### src/rtl/watch_set_ctrl.sv
// watch_set_ctrl: two-button time-setting controller for a 32.768 kHz watch.
// The mode button steps through hours, minute tens and minute units, and then
// commits. The inc button advances the field that is currently selected.
// Idle timeout and safe mode both abort an edit without committing it.
`timescale 1ns/1ps

module watch_set_ctrl #(
    parameter int DEB_CYCLES     = 655,
    parameter int TIMEOUT_CYCLES = 327680,
    parameter int BLINK_CYCLES   = 8192
) (
    input  logic        clk_i,
    input  logic        rst_i,
    input  logic        btn_mode_i,
    input  logic        btn_inc_i,
    input  logic        smode_i,
    output logic [11:0] cfg_o,
    output logic        dvalid_o,
    output logic [1:0]  edit_o,
    output logic        blink_o
);

    localparam logic [2:0] ST_IDLE   = 3'd0;
    localparam logic [2:0] ST_SET_H  = 3'd1;
    localparam logic [2:0] ST_SET_MT = 3'd2;
    localparam logic [2:0] ST_SET_MU = 3'd3;
    localparam logic [2:0] ST_COMMIT = 3'd4;

    localparam logic [15:0] DEB_LAST = 16'(DEB_CYCLES - 1);
    localparam logic [19:0] TMO_LAST = 20'(TIMEOUT_CYCLES - 1);
    localparam logic [15:0] BLK_LAST = 16'(BLINK_CYCLES - 1);

    // Button bit 0 is mode and bit 1 is inc.
    logic [1:0]        sync1_q, sync1_d;
    logic [1:0]        sync2_q, sync2_d;
    logic [1:0]        deb_q, deb_d;
    logic [1:0]        deb_prev_q, deb_prev_d;
    logic [1:0][15:0]  deb_cnt_q, deb_cnt_d;

    logic [2:0]  state_q, state_d;
    logic [4:0]  hr_q, hr_d;
    logic [2:0]  mt_q, mt_d;
    logic [3:0]  mu_q, mu_d;
    logic [11:0] com_q, com_d;
    logic [19:0] tmo_q, tmo_d;
    logic [15:0] blink_cnt_q, blink_cnt_d;
    logic        blink_q, blink_d;

    logic [1:0]  press;
    logic        mode_ev;
    logic        inc_ev;
    logic        edit_nxt;
    logic        entry;
    logic [11:0] work;

    assign work = {hr_q, mt_q, mu_q};

    // Two-flop synchronizers for the raw asynchronous buttons.
    always_comb begin
        sync1_d = {btn_inc_i, btn_mode_i};
        sync2_d = sync1_q;
    end

    // Debounce: the level follows the input only after it has disagreed for
    // DEB_CYCLES consecutive cycles. Any agreement restarts the count.
    always_comb begin
        deb_d      = deb_q;
        deb_cnt_d  = deb_cnt_q;
        deb_prev_d = deb_q;
        for (int i = 0; i < 2; i++) begin
            if (sync2_q[i] != deb_q[i]) begin
                if (deb_cnt_q[i] == DEB_LAST) begin
                    deb_d[i]     = sync2_q[i];
                    deb_cnt_d[i] = '0;
                end else begin
                    deb_cnt_d[i] = deb_cnt_q[i] + 16'd1;
                end
            end else begin
                deb_cnt_d[i] = '0;
            end
        end
    end

    // Press events happen on debounced rising edges only. When both buttons
    // are pressed in the same cycle, mode takes precedence over inc.
    always_comb begin
        press   = deb_q & ~deb_prev_q;
        mode_ev = press[0];
        inc_ev  = press[1] & ~press[0];
    end

    // Edit state machine and the working/committed time registers.
    always_comb begin
        state_d = state_q;
        hr_d    = hr_q;
        mt_d    = mt_q;
        mu_d    = mu_q;
        com_d   = com_q;
        case (state_q)
            ST_IDLE: begin
                if (mode_ev && !smode_i) begin
                    state_d            = ST_SET_H;
                    {hr_d, mt_d, mu_d} = com_q;
                end
            end
            ST_SET_H, ST_SET_MT, ST_SET_MU: begin
                if (smode_i) begin
                    state_d            = ST_IDLE;
                    {hr_d, mt_d, mu_d} = com_q;
                end else if (mode_ev) begin
                    case (state_q)
                        ST_SET_H:  state_d = ST_SET_MT;
                        ST_SET_MT: state_d = ST_SET_MU;
                        default:   state_d = ST_COMMIT;
                    endcase
                end else if (inc_ev) begin
                    case (state_q)
                        ST_SET_H:  hr_d = (hr_q == 5'd23) ? 5'd0 : hr_q + 5'd1;
                        ST_SET_MT: mt_d = (mt_q == 3'd5)  ? 3'd0 : mt_q + 3'd1;
                        default:   mu_d = (mu_q == 4'd9)  ? 4'd0 : mu_q + 4'd1;
                    endcase
                end else if (tmo_q == TMO_LAST) begin
                    // Abandoned edit: the working value falls back to the committed time.
                    state_d            = ST_IDLE;
                    {hr_d, mt_d, mu_d} = com_q;
                end
            end
            ST_COMMIT: begin
                com_d   = work;
                state_d = ST_IDLE;
            end
            default: state_d = ST_IDLE;
        endcase
    end

    // Entry into an edit state restarts both the idle timer and the blink phase.
    always_comb begin
        edit_nxt = (state_d == ST_SET_H) || (state_d == ST_SET_MT) ||
                   (state_d == ST_SET_MU);
        entry    = edit_nxt && (state_d != state_q);
    end

    // The idle timer counts only in edit states and clears on any press event.
    always_comb begin
        if (!edit_nxt || entry || (press != 2'b00)) begin
            tmo_d = '0;
        end else begin
            tmo_d = tmo_q + 20'd1;
        end
    end

    // The blink phase starts at 1 on entry and toggles every BLINK_CYCLES cycles.
    always_comb begin
        if (!edit_nxt) begin
            blink_d     = 1'b0;
            blink_cnt_d = '0;
        end else if (entry) begin
            blink_d     = 1'b1;
            blink_cnt_d = '0;
        end else if (blink_cnt_q == BLK_LAST) begin
            blink_d     = ~blink_q;
            blink_cnt_d = '0;
        end else begin
            blink_d     = blink_q;
            blink_cnt_d = blink_cnt_q + 16'd1;
        end
    end

    // State registers. Reset is asynchronous and clears everything.
    always_ff @(posedge clk_i or posedge rst_i) begin
        if (rst_i) begin
            sync1_q     <= '0;
            sync2_q     <= '0;
            deb_q       <= '0;
            deb_prev_q  <= '0;
            deb_cnt_q   <= '0;
            state_q     <= ST_IDLE;
            hr_q        <= '0;
            mt_q        <= '0;
            mu_q        <= '0;
            com_q       <= '0;
            tmo_q       <= '0;
            blink_cnt_q <= '0;
            blink_q     <= 1'b0;
        end else begin
            sync1_q     <= sync1_d;
            sync2_q     <= sync2_d;
            deb_q       <= deb_d;
            deb_prev_q  <= deb_prev_d;
            deb_cnt_q   <= deb_cnt_d;
            state_q     <= state_d;
            hr_q        <= hr_d;
            mt_q        <= mt_d;
            mu_q        <= mu_d;
            com_q       <= com_d;
            tmo_q       <= tmo_d;
            blink_cnt_q <= blink_cnt_d;
            blink_q     <= blink_d;
        end
    end

    // Outputs decode directly from the registered state.
    always_comb begin
        case (state_q)
            ST_SET_H:  edit_o = 2'd1;
            ST_SET_MT: edit_o = 2'd2;
            ST_SET_MU: edit_o = 2'd3;
            default:   edit_o = 2'd0;
        endcase
        dvalid_o = (state_q == ST_COMMIT);
        cfg_o    = (state_q == ST_IDLE) ? com_q : work;
        blink_o  = blink_q;
    end

endmodule
### config.mk
export PLATFORM = sky130hd
export DESIGN_NAME = watch_set_ctrl
export DESIGN_NICKNAME = d
export VERILOG_FILES = /design/src/rtl/watch_set_ctrl.sv
export SDC_FILE = /design/constraint.sdc
export NUM_CORES = 1
export LEC_CHECK = 0
export ABC_CLOCK_PERIOD_IN_PS = 3200
export CAP_MARGIN = 20
export CORE_MARGIN = 4
export CORE_UTILIZATION = 55
export DETAILED_ROUTE_END_ITERATION = 10
export GPL_ROUTABILITY_DRIVEN = 0
export PLACE_DENSITY_LB_ADDON = 0.25
export SLEW_MARGIN = 20
export SYNTH_ARGS = -nofsm -noshare
export SYNTH_HDL_FRONTEND = slang
export SYNTH_SLANG_ARGS = --single-unit
### constraint.sdc
create_clock -name clk_i -period 3.2 [get_ports clk_i]
set_input_delay 0.64 -clock clk_i [delete_from_list [all_inputs] [get_ports clk_i]]
set_output_delay 0.64 -clock clk_i [all_outputs]
set_load 0.02 [all_outputs]
==> metrics <==
count leader, synth dfrtp_1; crit path kind flop to output pin; Flop pwr share 58.0%; fraction of layout cells with a size suffix above 1 11.0%; Yosys Warn Count 0; Clock Skews 12.1 ps; GR Overflow Total 0; IO Pins 21; initial antenna violation count 0; P_sw 503 uW; global route hottest layer met2; Synth Flop Type dfrtp_1; maximum clock rate 342 MHz; antenna cell count 0; met1 GRT Util 25.7%; distinct cell type count after synthesis 55; #FFs+latches synth 104; Clock Latency Late Sink 370 ps; switch share 21.7%; highest cell delay on the worst timing path 540 ps; initial drt markers 93; CTS sink count 104; largest net degree at the start of global routing 68; worst-margin pin slew 627 ps; Logic pwr share 2.9%; Initial DRT Pass Iterations 4; Post-CTS Resized 0; met2 Use GR 29.2%; M3 GR Usage 4.16%; outcome finished clean; worst hold-check path type flop to flop; first-pass GRT wire length 17000 um; final setup TNS 0 ps; WP data arrival 2280 ps; number of max-cap violations 0; P&R area growth vs syn 11.5%; NumNets Final 554; Clk pwr share 39.1%; Via-to-Cell Ratio 5.59; number of buffers added for setup after CTS 0; Detailed Route WL 9630 um; effective utilization at floorplan 56.3%; share of the synthesized area in the top cell type 50.1%; vias 3773; Final Util 62.7%; # setup viols final 0; core area 0.00924 mm2; cell count after synthesis 518; H-Tree Depth 3; Crit path required time 2560 ps; total global-route track usage 18.4%; CTS Root Cell clkbuf_8; Final Hold Vio Count 0; worst ir drop on vdd 0.351 mV; final period utilization 91.4%; Slew Limit Fails 0; top post-synthesis cells by area dfrtp_1 50%, nor2_1 6.6%, xor2_1 5.7%; Worst-path clk slew 100 ps; Critical Path Fanout Max 18; Lkg Pwr 2.43 nW; Synth async-reset ratio 100%; Slew headroom 57.9%; syn nets 530; count of flip-flops with a built-in enable after synthesis 0; die width 105 um; hold bufs inserted after CTS 0; DIE AREA 0.0111 mm2; Synth area leader dfrtp_1; crit path cell chain nor3_2, buf_4, mux2_2, clkdlybuf4s50_1; Die Height 105 um; syn avg cell area 10.0 um2; Seq/Total Area, Yosys 50.1%; Final ANT Viol Nets 0; Commonest cells post-synth 104 x dfrtp_1, 91 x nor2_1, 34 x xor2_1, 30 x nand2_1, 30 x xnor2_1; Crit path max-delay family buffers and inverters; Buf/Inv on CP 2; post-DP HPWL 6570 um; wire per inst 14.3 um; TritonCTS Buffers 9; critical path launch point type flop; vias in the first global route 3627; fin crit period 2920 ps; residual DRC count 0; CTS tree done; std cell rows 35; clock buffer depth 2; PwrDens 400 mW/mm2; CP endpoint kind output pin; RSZ-0062 raised after global routing false; PortBufs 20; area of the mapped netlist 0.00520 mm2; internal power 1.81 mW; CP max-delay cell clkdlybuf4s50_1
[metrics by stage]
stage          setup slack, ps  area [um2]  cells  power, mW  hold WS (ps)
6_report                   275        5790    675       2.32           359
5_1_grt                    179        5790    675       2.42           363
4_1_cts                    257        5790    675       2.35           362
3_5_place_dp               446        5570    660       1.44           338
3_3_place_gp               546        5570    660       1.44           336
2_1_floorplan             1040        5200    518       1.41           331
[layout make-up]
| type | instances | area (um2) |
|---|---|---|
| clock inverters | 5 | 86.3 |
| multi-input cells | 386 | 2480 |
| well taps | 129 | 161 |
| flip-flops and latches | 104 | 2600 |
| inverters | 12 | 48.8 |
| clock buffers | 10 | 138 |
| repair buffers | 29 | 280 |
| fillers | 750 | 3450 |
[logic make-up (layout without fill, tap and decap cells)]
group / Yosys count / after routing / share of synthesized area (%)
compound gates: 60 / 60 / 7.53
xor+xnor: 64 / 64 / 10.8
fa+ha+maj: 7 / 7 / 1.68
buf+inv: 28 / 56 / 2.29
flops: 104 / 104 / 50.1
mux: 23 / 23 / 4.98
simple gates: 232 / 232 / 22.7
[power groups by stage]
stage	Combinational [mW]	Sequential, mW	Clock, mW
2_1_floorplan	0.0452	1.37	0
3_3_place_gp	0.0663	1.37	0
3_5_place_dp	0.0688	1.37	0
4_1_cts	0.0695	1.34	0.937
5_1_grt	0.0786	1.35	0.991
6_report	0.0662	1.34	0.907
[layout by cell type, fill, tap and decap left out, types with 7 or more instances in the layout]
cell type	instances
nand3_1	26
dfrtp_1	104
xor2_1	34
clkbuf_8	10
and3_1	9
inv_1	11
nand2_1	30
a21oi_1	12
xnor2_1	30
nor2_1	91
ha_1	7
nand4_1	18
mux2_2	23
o21ai_0	17
nor3_1	12
clkdlybuf4s50_1	20
buf_4	8
[routing by layer]
metal | part of all wire (%) | wire [um] | vias to the layer above
li1 | - | - | 1850
met1 | 48 | 4620 | 1850
met2 | 47 | 4570 | 59
met3 | 3.1 | 300 | 14
met4 | 1.4 | 138 | 0
met5 | 0 | 0 | -
[state kept, by name (all words and copies together), names as in the netlist]
register and cells:
sync1_q 2, state_q 3, blink_cnt_q 16, mt_q 3
hr_q 5, tmo_q 20, mu_q 4, sync2_q 2
com_q 12, deb_cnt_q 32, deb_prev_q 2, blink_o 1
deb_prev_d 2
[final timing paths]
check | end | slack (ps) | startpoint | depth (start not counted)
setup / recovery | cfg_o[4] | 280 | state_q[2] | 4
setup reg to reg | blink_cnt_q[13] | 890 | tmo_q[0] | 6
min in group asynchronous | tmo_q[7] | 520 | rst_i | 2
max in group asynchronous | deb_cnt_q[7] | 2070 | rst_i | 3
hold reg to reg | sync2_q[1] | 360 | sync1_q[1] | 0
hold / removal | sync2_q[1] | 360 | sync1_q[1] | 0
Power figures use the tool's default switching activity.
